### config.mk
export PLATFORM = sky130hd
export DESIGN_NAME = mem_router
export DESIGN_NICKNAME = d
export VERILOG_FILES = /design/src/rtl/mem_router.sv
export SDC_FILE = /design/constraint.sdc
export NUM_CORES = 1
export LEC_CHECK = 0
export CORE_MARGIN = 2
export CORE_UTILIZATION = 40
export CTS_CLUSTER_SIZE = 40
export DETAILED_ROUTE_END_ITERATION = 8
export DONT_BUFFER_PORTS = 1
export SYNTH_ARGS = -nofsm -noshare
export SYNTH_HDL_FRONTEND = slang
export SYNTH_SLANG_ARGS = --single-unit
### constraint.sdc
create_clock -name clk_in -period 3.5 [get_ports clk_in]
set_clock_uncertainty 0.15 [all_clocks]
set_input_delay 0 -clock clk_in [delete_from_list [all_inputs] [get_ports clk_in]]
set_output_delay 0 -clock clk_in [all_outputs]
set_load 0.02 [all_outputs]
### src/rtl/mem_router.sv
// Single-outstanding request router: decodes a 32-bit address onto ROM, RAM, frame-buffer
// and IO ports, splits wide RAM accesses into beats and returns one response per request.
module mem_router #(
    parameter int          RAM_BYTES    = 1,
    parameter int          RAM_LAT      = 2,
    parameter int          ROM_LAT      = 2,
    parameter int          FB_LAT       = 2,
    parameter logic [27:0] FB_SWAP_ADDR = 28'hFFFFFFF
) (
    input  logic                   clk_in,
    input  logic                   rst_n_in,
    input  logic                   req_valid_in,
    output logic                   req_ready_out,
    input  logic                   req_write_in,
    input  logic [31:0]            req_addr_in,
    input  logic [31:0]            req_wdata_in,
    input  logic [1:0]             req_width_in,
    output logic                   rsp_valid_out,
    output logic [31:0]            rsp_rdata_out,
    output logic                   rsp_err_out,
    output logic [27:0]            ram_addr_out,
    output logic                   ram_we_out,
    output logic [RAM_BYTES-1:0]   ram_be_out,
    output logic [8*RAM_BYTES-1:0] ram_wdata_out,
    input  logic [8*RAM_BYTES-1:0] ram_rdata_in,
    output logic [27:0]            rom_addr_out,
    input  logic [31:0]            rom_rdata_in,
    output logic [27:0]            fb_addr_out,
    output logic                   fb_we_out,
    output logic                   fb_swap_out,
    output logic [15:0]            fb_wdata_out,
    input  logic [15:0]            fb_rdata_in,
    output logic [27:0]            io_addr_out,
    output logic                   io_we_out,
    output logic [31:0]            io_wdata_out,
    input  logic [31:0]            io_rdata_in
);

    localparam int          RB_LOG = (RAM_BYTES == 4) ? 2 : (RAM_BYTES == 2) ? 1 : 0;
    localparam int          RW     = 8 * RAM_BYTES;
    localparam logic [2:0]  RBB    = 3'(RAM_BYTES);
    localparam logic [1:0]  T_ROM  = 2'd0;
    localparam logic [1:0]  T_RAM  = 2'd1;
    localparam logic [1:0]  T_FB   = 2'd2;
    localparam logic [1:0]  T_IO   = 2'd3;

    typedef enum logic [1:0] {IDLE, ISSUE, WAIT, RESP} state_t;

    state_t      state_q, state_d;
    logic        write_q, write_d;
    logic [1:0]  tgt_q, tgt_d;
    logic [27:0] off_q, off_d;
    logic [31:0] wdata_q, wdata_d;
    logic [1:0]  width_q, width_d;
    logic        err_q, err_d;
    logic [1:0]  beat_q, beat_d;
    logic [3:0]  wcnt_q, wcnt_d;
    logic [31:0] rd_q, rd_d;

    logic [27:0] in_off;
    logic [1:0]  in_tgt;
    logic        in_err;
    logic [2:0]  size;
    logic        narrow;
    logic [1:0]  last_beat;
    logic [3:0]  lat;
    logic [1:0]  lane;
    logic [4:0]  lane_sh;
    logic [4:0]  beat_sh;
    logic [3:0]  smask4;
    logic [31:0] mask32;
    logic [31:0] cap;
    logic        beat_end;
    logic        act, issue_wr;

    assign in_off = req_addr_in[27:0];
    assign in_tgt = req_addr_in[29:28];
    assign in_err = (req_width_in == 2'd3)
                 || (req_width_in == 2'd1 && in_off[0])
                 || (req_width_in == 2'd2 && in_off[1:0] != 2'b00)
                 || (req_write_in && in_tgt == T_ROM)
                 || (req_addr_in[31:30] != 2'b00)
                 || (in_tgt == T_FB && req_width_in != 2'd1);

    assign size      = 3'd1 << width_q;
    assign narrow    = (tgt_q == T_RAM) && (size < RBB);
    assign last_beat = (tgt_q == T_RAM && size > RBB) ? 2'((size >> RB_LOG) - 3'd1) : 2'd0;
    assign lane      = off_q[1:0] & 2'(RAM_BYTES - 1);
    assign lane_sh   = {lane, 3'b000};
    assign beat_sh   = 5'(beat_q) << (3 + RB_LOG);

    always_comb begin
        lat    = 4'd0;
        smask4 = 4'b1111;
        mask32 = 32'hFFFF_FFFF;
        case (tgt_q)
            T_ROM:   lat = 4'(ROM_LAT);
            T_RAM:   lat = 4'(RAM_LAT);
            T_FB:    lat = 4'(FB_LAT);
            default: lat = 4'd0;
        endcase
        case (width_q)
            2'd0:    begin smask4 = 4'b0001; mask32 = 32'h0000_00FF; end
            2'd1:    begin smask4 = 4'b0011; mask32 = 32'h0000_FFFF; end
            default: begin smask4 = 4'b1111; mask32 = 32'hFFFF_FFFF; end
        endcase
    end

    // Wide RAM reads assemble beat by beat little-endian; narrow ones pull their lanes down to bit 0.
    always_comb begin
        cap = 32'h0;
        case (tgt_q)
            T_ROM:   cap = rom_rdata_in >> {off_q[1:0], 3'b000};
            T_RAM:   cap = narrow ? (32'(ram_rdata_in) >> lane_sh)
                                  : (rd_q | (32'(ram_rdata_in) << beat_sh));
            T_FB:    cap = {16'h0000, fb_rdata_in};
            default: cap = io_rdata_in;
        endcase
    end

    always_comb begin
        state_d  = state_q;
        write_d  = write_q;
        tgt_d    = tgt_q;
        off_d    = off_q;
        wdata_d  = wdata_q;
        width_d  = width_q;
        err_d    = err_q;
        beat_d   = beat_q;
        wcnt_d   = wcnt_q;
        rd_d     = rd_q;
        beat_end = 1'b0;
        case (state_q)
            IDLE: begin
                if (req_valid_in) begin
                    write_d = req_write_in;
                    tgt_d   = in_tgt;
                    off_d   = in_off;
                    wdata_d = req_wdata_in;
                    width_d = req_width_in;
                    err_d   = in_err;
                    beat_d  = 2'd0;
                    wcnt_d  = 4'd0;
                    rd_d    = 32'h0;
                    state_d = in_err ? RESP : ISSUE;
                end
            end
            ISSUE: begin
                if (write_q || lat == 4'd0) begin
                    beat_end = 1'b1;
                end else begin
                    state_d = WAIT;
                    wcnt_d  = 4'd0;
                end
            end
            WAIT: begin
                if (wcnt_q == 4'(lat - 4'd1)) beat_end = 1'b1;
                else                         wcnt_d   = wcnt_q + 4'd1;
            end
            default: state_d = IDLE;
        endcase
        if (beat_end) begin
            if (!write_q) rd_d = cap;
            if (beat_q == last_beat) begin
                state_d = RESP;
            end else begin
                state_d = ISSUE;
                beat_d  = beat_q + 2'd1;
            end
        end
    end

    always_ff @(posedge clk_in or negedge rst_n_in) begin
        if (!rst_n_in) begin
            state_q <= IDLE;
            write_q <= 1'b0;
            tgt_q   <= 2'd0;
            off_q   <= 28'h0;
            wdata_q <= 32'h0;
            width_q <= 2'd0;
            err_q   <= 1'b0;
            beat_q  <= 2'd0;
            wcnt_q  <= 4'd0;
            rd_q    <= 32'h0;
        end else begin
            state_q <= state_d;
            write_q <= write_d;
            tgt_q   <= tgt_d;
            off_q   <= off_d;
            wdata_q <= wdata_d;
            width_q <= width_d;
            err_q   <= err_d;
            beat_q  <= beat_d;
            wcnt_q  <= wcnt_d;
            rd_q    <= rd_d;
        end
    end

    // Port outputs are gated by state so reset (IDLE) forces them all to zero at once.
    assign act      = (state_q == ISSUE) || (state_q == WAIT);
    assign issue_wr = (state_q == ISSUE) && write_q;

    assign req_ready_out = (state_q == IDLE);
    assign rsp_valid_out = (state_q == RESP);
    assign rsp_err_out   = (state_q == RESP) && err_q;
    assign rsp_rdata_out = (state_q == RESP && !err_q) ? (rd_q & mask32) : 32'h0;

    assign ram_addr_out  = (act && tgt_q == T_RAM) ? ((off_q >> RB_LOG) + 28'(beat_q)) : 28'h0;
    assign ram_we_out    = issue_wr && tgt_q == T_RAM;
    assign ram_be_out    = (act && tgt_q == T_RAM)
                         ? RAM_BYTES'(narrow ? (smask4 << lane) : 4'hF) : '0;
    assign ram_wdata_out = (act && tgt_q == T_RAM)
                         ? RW'(narrow ? (wdata_q << lane_sh) : (wdata_q >> beat_sh)) : '0;

    assign rom_addr_out  = (act && tgt_q == T_ROM) ? off_q : 28'h0;

    assign fb_addr_out   = (act && tgt_q == T_FB) ? off_q : 28'h0;
    assign fb_we_out     = issue_wr && tgt_q == T_FB && off_q != FB_SWAP_ADDR;
    assign fb_swap_out   = issue_wr && tgt_q == T_FB && off_q == FB_SWAP_ADDR;
    assign fb_wdata_out  = (act && tgt_q == T_FB) ? wdata_q[15:0] : 16'h0;

    assign io_addr_out   = (act && tgt_q == T_IO) ? off_q : 28'h0;
    assign io_we_out     = issue_wr && tgt_q == T_IO;
    assign io_wdata_out  = (act && tgt_q == T_IO) ? wdata_q : 32'h0;

endmodule

=== Word level (Yosys, flattened, before mapping) ===
Cells that the tools add are included.

* Register bits: 106
* Input bits: 158
* Output and inout bits: 208
* Logic and storage cells: 120

* Add/subtract/negate cells: 5
* Order comparisons: 2
* Equality and inequality tests: 22
* Shift operators: 4
* Mux-type cells: 37
* Bitwise operators: 2
* Reduce and logical (&&, ||, !) cells: 38

{| class="wikitable"
|+ Operators with widths
! cell !! count
|-
| 2-to-1 mux 32 bit || 7
|-
| 2-to-1 mux 28 bit || 4
|-
| case mux 32 bit (3 select lines) || 1
|-
| case mux 32 bit (2 select lines) || 1
|-
| AND 32 bit || 1
|-
| OR 32 bit || 1
|-
| << shifter 8 x 5 -> 32 bit || 1
|-
| >> shifter 32 x 5 -> 32 bit || 1
|-
| >> shifter 32 x 5 -> 8 bit || 1
|-
| adder 28 x 2 -> 28 bit || 1
|-
| == test 28 bit, second input constant || 1
|-
| != test 28 bit, second input constant || 1
|-
| 2-to-1 mux 2 bit || 11
|-
| logical AND 1 bit || 18
|-
| 2-to-1 mux 16 bit || 1
|-
| 2-to-1 mux 8 bit || 2
|-
| == test 2 bit, second input constant || 7
|-
| 2-to-1 mux 4 bit || 3
|-
| case mux 4 bit (3 select lines) || 1
|-
| == test 2 x 1 -> 1 bit, second input constant || 4
|-
| logical NOT 2 bit || 4
|-
| != test 2 bit, second input constant || 4
|-
| logical OR 1 bit || 7
|-
| case mux 2 bit (3 select lines) || 1
|-
| 22 further kinds || 26
|}

=== Depth between registers and ports, before layout ===
Gate-level depths: netlist of the first run.

* Depth in word-level cells: 11
* Mapped depth: 9

=== Worst setup path after synthesis of the first run ===
OpenSTA, ideal clock, no wires.

* Kind: reg2out
* From: register off_q[0]
* To: output port ram_addr_out[16]
* Arrival time: 2,261 ps
* Required time: 3,350 ps
* Setup slack: 1,089 ps
* Stages on the path, launching flop included: 8
* Cell sequence: dfrtp_1 -> ha_1 -> fa_1 -> nand3_2 -> or4_4 -> buf_6 -> or3_1 -> a21oi_1

* Word-level cells in the longest chain between the ends: 2

{| class="wikitable"
|+ Ends and longest elaborated chain
! item !! line !! RTL
|-
| from (decl) || 52 || <nowiki>logic [27:0] off_q, off_d;</nowiki>
|-
| from (signal assigned) || 178 || <nowiki>off_q <= 28'h0;</nowiki>
|-
| from (signal assigned) || 189 || <nowiki>off_q <= off_d;</nowiki>
|-
| adder 28 x 2 -> 28 bit || 208 || <nowiki>assign ram_addr_out = (act && tgt_q == T_RAM) ? ((off_q >> RB_LOG) + 28'(beat_q)) : 28'h0;</nowiki>
|-
| 2-to-1 mux 28 bit || 208 ||
|-
| to (decl) || 21 || <nowiki>output logic [27:0] ram_addr_out,</nowiki>
|}

No other way between the ends.

=== Worst setup path after layout of the first run ===
* From: register tgt_q[0]
* To: register rd_q[17]

* Word-level cells in the longest chain between the ends: 8

{| class="wikitable"
|+ Ends and longest elaborated chain
! item !! line !! RTL
|-
| from (decl) || 51 || <nowiki>logic [1:0] tgt_q, tgt_d;</nowiki>
|-
| from (signal assigned) || 188 || <nowiki>tgt_q <= tgt_d;</nowiki>
|-
| == test 2 x 1 -> 1 bit, or another cell as far along || 86, 96, 112 ||
|-
| OR reduction 3 bit (no source line) || n/a ||
|-
| 2-to-1 mux 2 bit || 96 || <nowiki>case (tgt_q)</nowiki>
|-
| subtractor 2 x 1 -> 3 bit / logical NOT 4 bit (equally long branches) || 157, 149 ||
|-
| == test 4 bit / logical OR 1 bit (equally long branches) || 157, 149 ||
|-
| 2-to-1 mux 1 bit (on tied branches) || 157, 149 ||
|-
| case mux 1 bit (2 select lines) || 133 || <nowiki>case (state_q)</nowiki>
|-
| 2-to-1 mux 32 bit * || 162 || <nowiki>if (beat_end) begin</nowiki>
|-
| via rd_d[17] || 58 || <nowiki>logic [31:0] rd_q, rd_d;</nowiki>
|-
| to (signal assigned) || 195 || <nowiki>rd_q <= rd_d;</nowiki>
|-
| to (decl) || 58 ||
|}

Mark *: on every way through the listed nets, which the timed path passes. The rest lies on a longest branch.
A chain may end at the register's enable or synchronous reset.

==> results of run 1 <==
## report_power, final
| part | total (mW) | internal (mW) | switching (mW) |
|---|---|---|---|
| Sequential | 2.51 | 1.75 | 0.766 |
| Combinational | 5.45 | 2.17 | 3.28 |
| Clock | 1.06 | 0.511 | 0.553 |
| Total | 9.03 | 4.43 | 4.60 |
## logic make-up after synthesis
kind of cell    Yosys count  share of synthesized area (%)
buf+inv                  95                           5.11
compound gates          180                           14.5
simple gates            382                           27.0
mux                      99                           15.0
fa+ha+maj                12                           2.01
xor+xnor                 23                           2.57
flops                   106                           33.9
## worst max-delay path, stage by stage, from the launching register on
cell	delay [ns]
dfrtp_1	0.61
nand2_4	0.25
and4_1	0.35
o311a_2	0.55
o2bb2ai_1	0.16
dlygate4sd3_1	0.56
a211oi_1	0.05
dlygate4sd3_1	0.59
## layout by cell type, fill, tap and decap left out, types with 6 or more instances in the layout
cell type | Yosys | layout
dfrtp_1 | 106 | 105
mux4_2 | 8 | 8
o2bb2ai_1 | 9 | 9
a21oi_1 | 61 | 61
o22ai_1 | 18 | 18
nand3_1 | 37 | 37
xor2_1 | 9 | 9
o211ai_1 | 9 | 9
o32ai_1 | 6 | 6
inv_1 | 16 | 16
mux2i_1 | 26 | 26
o21ai_0 | 40 | 40
nor3_1 | 9 | 9
nor2_1 | 56 | 56
nor4_1 | 7 | 7
xnor2_1 | 14 | 14
a211oi_1 | 16 | 16
and3_1 | 57 | 57
and2_1 | 112 | 113
buf_4 | 1 | 51
mux2_2 | 65 | 65
a22oi_1 | 7 | 7
ha_1 | 11 | 11
clkbuf_16 | 0 | 9
dlygate4sd3_1 | 0 | 148
nand2_1 | 65 | 63
## what timing repair did
action	CTS	global route
gates resized for setup	0	8
hold buffers	149	0
endpoints found under the setup margin	0	13
hold endpoints to repair	206	0
## worst paths after layout
path / from / end / slack (ns)
max: tgt_q[0] / rd_q[17] / 0.11
max reg2reg: tgt_q[0] / rd_q[17] / 0.11
max in group asynchronous: rst_n_in / off_q[19] / 2.63
min in group asynchronous: rst_n_in / wdata_q[14] / 0.05
min reg2reg: wdata_q[26] / wdata_q[26] / 0.39
min: req_valid_in / rd_q[1] / 0.005
## routing by layer
layer | up-vias | GRT usage [%]
met5 | - | 0
met4 | 0 | 10.5
met1 | 3834 | 36.1
met3 | 73 | 7.03
met2 | 425 | 43.2
li1 | 3460 | -
## stage by stage
stage	instance area, µm²	worst slack (ns)	util (%)
final	10100	0.113	52.2
after global routing	10100	0.00352	52.2
after CTS	10100	0.0413	52.0
after detailed placement	8240	0.726	42.6
after global placement	8240	0.860	42.6
after floorplan	7840	1.09	-
## layout make-up
type / instances / area, µm²
well taps: 265 / 332
fillers: 1794 / 9240
clock inverters: 7 / 78.8
clock buffers: 9 / 225
inverters: 16 / 60.1
repair buffers: 201 / 1910
flip-flops and latches: 106 / 2650
diodes: 3 / 7.51
multi-input cells: 696 / 4830
## sequential cells by signal, indices dropped and copies added, names as in the netlist, 2 cells and up
signal	flops
rd_q	32
wdata_q	32
off_q	28
wcnt_q	4
beat_q	2
state_q	2
tgt_q	2
width_q	2
==> qor.yml, run 1 <==
outcome: "finished clean"
netlist_area_mm2: 0.00784
cp.arrival_ns: 3.48
p_per_area_mw_per_mm2: 894
fp.dieH_um: 144
cts_made_buffers: 9
synth_nets: 1067
synth_edf_count: 0
clk_latency_ns: 0.36
max_slew_margin_pct: 44.6
seq_area_frac_synth_pct: 33.9
holdPathStages: 3
crit_type: "flip-flop to flip-flop"
rsz0062_at_grt: "no"
cts_sinks: 106
io_buffers: 0
route.detailed.drc: 0
grt-ovfl-total: 0
critPathMaxFanout: 19
grt_max_degree: 107
die-area_mm2: 0.0207
synth_area_leader_cell: "dfrtp_1"
place_congestion: 0.960
synth.avg_cell_area_um2: 8.73
p_leak_nw: 4.38
fin_hold_ws_ns: 0.00527
cts_max_level: 3
async_flop_share_pct: 100
synth_area_leaders: "dfrtp_1, mux2_2, and2_1, and3_1, a21oi_1"
critPathLaunchType: "flip-flop"
grt_pass1_vias: 7248
met2_length_um: 14200
fp.dieW_um: 144
ys_seq_elements: 106
drt_pass1_iterations: 5
cts_tree: "built"
syn_to_final_growth_pct: 28.8
top_layer: "met4"
synth_cells: 897
drive_above_1_share_pct: 16.2
fin_crit_sh_pct: 96.8
wl_met3_um: 2580
synth_common_cells: "and2_1, dfrtp_1, mux2_2, nand2_1, a21oi_1"
path_clk_slew_ns: 0.08
synth_most_common_cell: "and2_1"
dp_hpwl_um: 20700
grt_usage_pct: 27.4
vias: 7792
dp_cells: 1135
num_io_pins: 366
hold_viol: 0
ys_warn_count: 0
setup_violations: 0
drtIter0Drc: 648
synth_top_area_share_pct: 33.9
cp-end-kind: "flip-flop"
core_mm2: 0.0193
critPathRequiredTime_ns: 3.60
synthDistinctLibCells: 63
initial_core_util_pct: 40.5
grt_pass1_wl_um: 43000
slew_viol_final: 0
post-cts-setup-buffers: 0
fin_crit_ns: 3.39
timing.fmax_mhz: 295
fp-row-count: 51
maxCapViolCount: 0
met1_length_um: 12200
wl_um: 30000
peakVddDrop_mv: 0.491
postRouteAntennaNets: 0
ctsLongestPathBuffers: 2
clockRootBuffer: "clkbuf_16"
hold_path_class: "input port to flip-flop"
synth-main-ff-cell: "dfrtp_1"
total_power_mw: 9.03
num-nets-final: 1200
finalSetupTns_ns: 0
final_cells: 1303
antenna_found_initial: 3
tightestPinTransition_ns: 0.825
routed_via_density: 5.98
wl_per_cell_um: 23.0
reg2reg_depth: 7
Note: power is estimated with default switching activity, not from simulation.
==> run 2: changes to the inputs <==
--- a/config.mk
+++ b/config.mk
@@ -5,11 +5,12 @@
 export SDC_FILE = /design/constraint.sdc
 export NUM_CORES = 1
 export LEC_CHECK = 0
-export CORE_MARGIN = 2
-export CORE_UTILIZATION = 40
+export CORE_AREA = 2 2 144 146
 export CTS_CLUSTER_SIZE = 40
 export DETAILED_ROUTE_END_ITERATION = 8
+export DIE_AREA = 0 0 146 148
 export DONT_BUFFER_PORTS = 1
+export SLEW_MARGIN = 20
 export SYNTH_ARGS = -nofsm -noshare
 export SYNTH_HDL_FRONTEND = slang
 export SYNTH_SLANG_ARGS = --single-unit
==> run 2 against run 1 <==
Power down 0.10%. Critical path depth unchanged. Final cell count up 1.1%. Maximum frequency down 0.18%. Largest cell class unchanged.
==> qor.yml, run 2 (same netlist as run 1, synthesis figures left out) <==
initial_core_util_pct: 39.1  # was 40.5%
die-area_mm2: 0.0216  # was 0.0207 mm²
place_congestion: 0.991  # was 0.960
outcome: "finished clean"  # unchanged
tightestPinTransition_ns: 0.885  # was 0.825 ns
io_buffers: 0  # unchanged
maxCapViolCount: 0  # unchanged
grt_pass1_vias: 7346  # was 7248
finalSetupTns_ns: 0  # unchanged
route.detailed.drc: 0  # unchanged
fp-row-count: 52  # was 51
drive_above_1_share_pct: 16.6  # was 16.2%
path_common_cell: "dlygate4sd3_1"  # unchanged
r2r_slack_ns: 0.11  # about the same
post-place-ws_ns: 0.852  # was 0.726 ns
rsz0062_at_grt: "no"  # unchanged
critPathMaxStageDelay_ns: 0.59  # was 0.61 ns
timing.fmax_mhz: 295  # about the same
grt_pass1_wl_um: 44600  # was 43000 µm
drt_pass1_iterations: 6  # was 5
p_leak_nw: 4.37  # was 4.38 nW
fin_ws_ns: 0.107  # was 0.113 ns
max_slew_margin_pct: 40.5  # was 44.6%
core_mm2: 0.0200  # was 0.0193 mm²
slew_viol_final: 0  # unchanged
hold_path_class: "input port to flip-flop"  # unchanged
vias: 7684  # was 7792
peakVddDrop_mv: 0.381  # was 0.491 mV
cts_max_level: 3  # unchanged
path_clk_slew_ns: 0.08  # about the same
fillers: 1907  # was 1794
dp_hpwl_um: 20800  # was 20700 µm
critPathMaxFanout: 25  # was 19
dp_cells: 1142  # was 1135
routed_via_density: 5.83  # was 5.98
path_cells: "buf_4 > or3_4 > o211ai_1 > o22ai_1 > dlygate4sd3_1 > o21ai_0 > dlygate4sd3_1"  # was nand2_4 > and4_1 > o311a_2 > o2bb2ai_1 > dlygate4sd3_1 > a211oi_1 > dlygate4sd3_1
antenna_found_initial: 1  # was 3
crit_path_top_delay_cell: "dlygate4sd3_1"  # was dfrtp_1
grt-ovfl-total: 0  # unchanged
crit_type: "flip-flop to flip-flop"  # unchanged
cts_tree: "built"  # unchanged
p_per_area_mw_per_mm2: 885  # was 894 mW/mm²
final_cells: 1317  # was 1303
cts_made_buffers: 9  # unchanged
fin_hold_ws_ns: 0.0301  # was 0.00527 ns
num-nets-final: 1211  # was 1200
fin_crit_sh_pct: 96.9  # was 96.8%
cts_sinks: 106  # unchanged
clockRootBuffer: "clkbuf_16"  # unchanged
grt_max_degree: 107  # unchanged
setup_violations: 0  # unchanged
syn_to_final_growth_pct: 30.1  # was 28.8%
wl_um: 29800  # was 30000 µm
fp.dieH_um: 148  # was 144 µm
top_regs: "rd_q: 32 flops, wdata_q: 32 flops, off_q: 28 flops"  # unchanged
grt_usage_pct: 26.5  # was 27.4%
final_cell_mix: "dlygate4sd3_1, and2_1, dfrtp_1, mux2_2, nand2_1"  # unchanged
wl_per_cell_um: 22.6  # was 23.0 µm
postRouteAntennaNets: 0  # unchanged
ctsLongestPathBuffers: 2  # unchanged
clk_latency_ns: 0.35  # was 0.36 ns
drtIter0Drc: 616  # was 648
cp.arrival_ns: 3.54  # was 3.48 ns
num_io_pins: 366  # unchanged
hold_viol: 0  # unchanged
fp.dieW_um: 146  # was 144 µm
critPathRequiredTime_ns: 3.65  # was 3.60 ns
total_power_mw: 9.02  # was 9.03 mW
cp-end-kind: "flip-flop"  # unchanged
final_common_cell: "dlygate4sd3_1"  # unchanged
critPathLaunchType: "flip-flop"  # unchanged
fin_crit_ns: 3.39  # about the same
-- run 2: cell types whose count changed in the layout (fill, tap and decap cells not counted), moves of 2 or more --
cell           previous run  this run
nor2b_2                   0         2
nor2b_1                   4         2
diode_2                   3         1
buf_4                    51        53
dlygate4sd3_1           148       157
-- run 2: final timing paths --
path,startpoint,end,cells past startpoint
setup reg to reg,tgt_q[0],rd_q[13],7
max in group asynchronous,rst_n_in,off_q[0],2
hold reg to reg,wdata_q[29],wdata_q[29],1
hold / removal,rom_rdata_in[20],rd_q[20],4
min in group asynchronous,rst_n_in,rd_q[1],2
setup / recovery,tgt_q[0],rd_q[13],7
-- run 2: layout make-up --
| type | count | area [µm²] | area share [%] |
|---|---|---|---|
| sequential | 106 | 2650 | 26.0 |
| timing repair buffer | 212 | 2020 | 19.8 |
| antenna | 1 | 2.50 | 0.0245 |
| multi-input combinational | 696 | 4810 | 47.2 |
| inverter | 16 | 60.1 | 0.589 |
| clock inverter | 7 | 82.6 | 0.810 |
| clock buffer | 9 | 225 | 2.21 |
| tap | 270 | 338 | 3.31 |
-- run 2: per-layer routing --
layer	track usage [%]	share of wire, %	vias up
met2	41.6	47	361
met4	8.93	2.8	0
met5	0	0	-
li1	-	-	3478
met3	5.37	6.6	60
met1	36.6	43	3785
-- run 2: power breakdown --
| group | internal (mW) | switching [mW] |
|---|---|---|
| sequential | 1.75 | 0.775 |
| combinational | 2.21 | 3.24 |
| clock | 0.509 | 0.538 |
| total | 4.47 | 4.55 |
-- run 2: per-stage QoR --
step           utilization, %  cell area, µm²
6_report                 50.9           10200
5_1_grt                  50.9           10200
4_1_cts                  50.8           10200
3_5_place_dp             41.2            8260
3_3_place_gp             41.2            8260
2_1_floorplan               -            7840
-- run 2: critical path: cells and delay by family, from the launching register on --
family	cells	cell delay, ns
buffers and inverters	3	1.45
AND/OR/NAND/NOR	1	0.53
flip-flops	1	0.51
AO/OA/AOI/OAI	3	0.69
-- run 2: timing repair --
action                                  CTS  global route
gates resized for setup                   0             7
endpoints found under the setup margin    0            13
hold buffers                            158             0
hold endpoints to repair                206             0
buffers inserted                          0             0
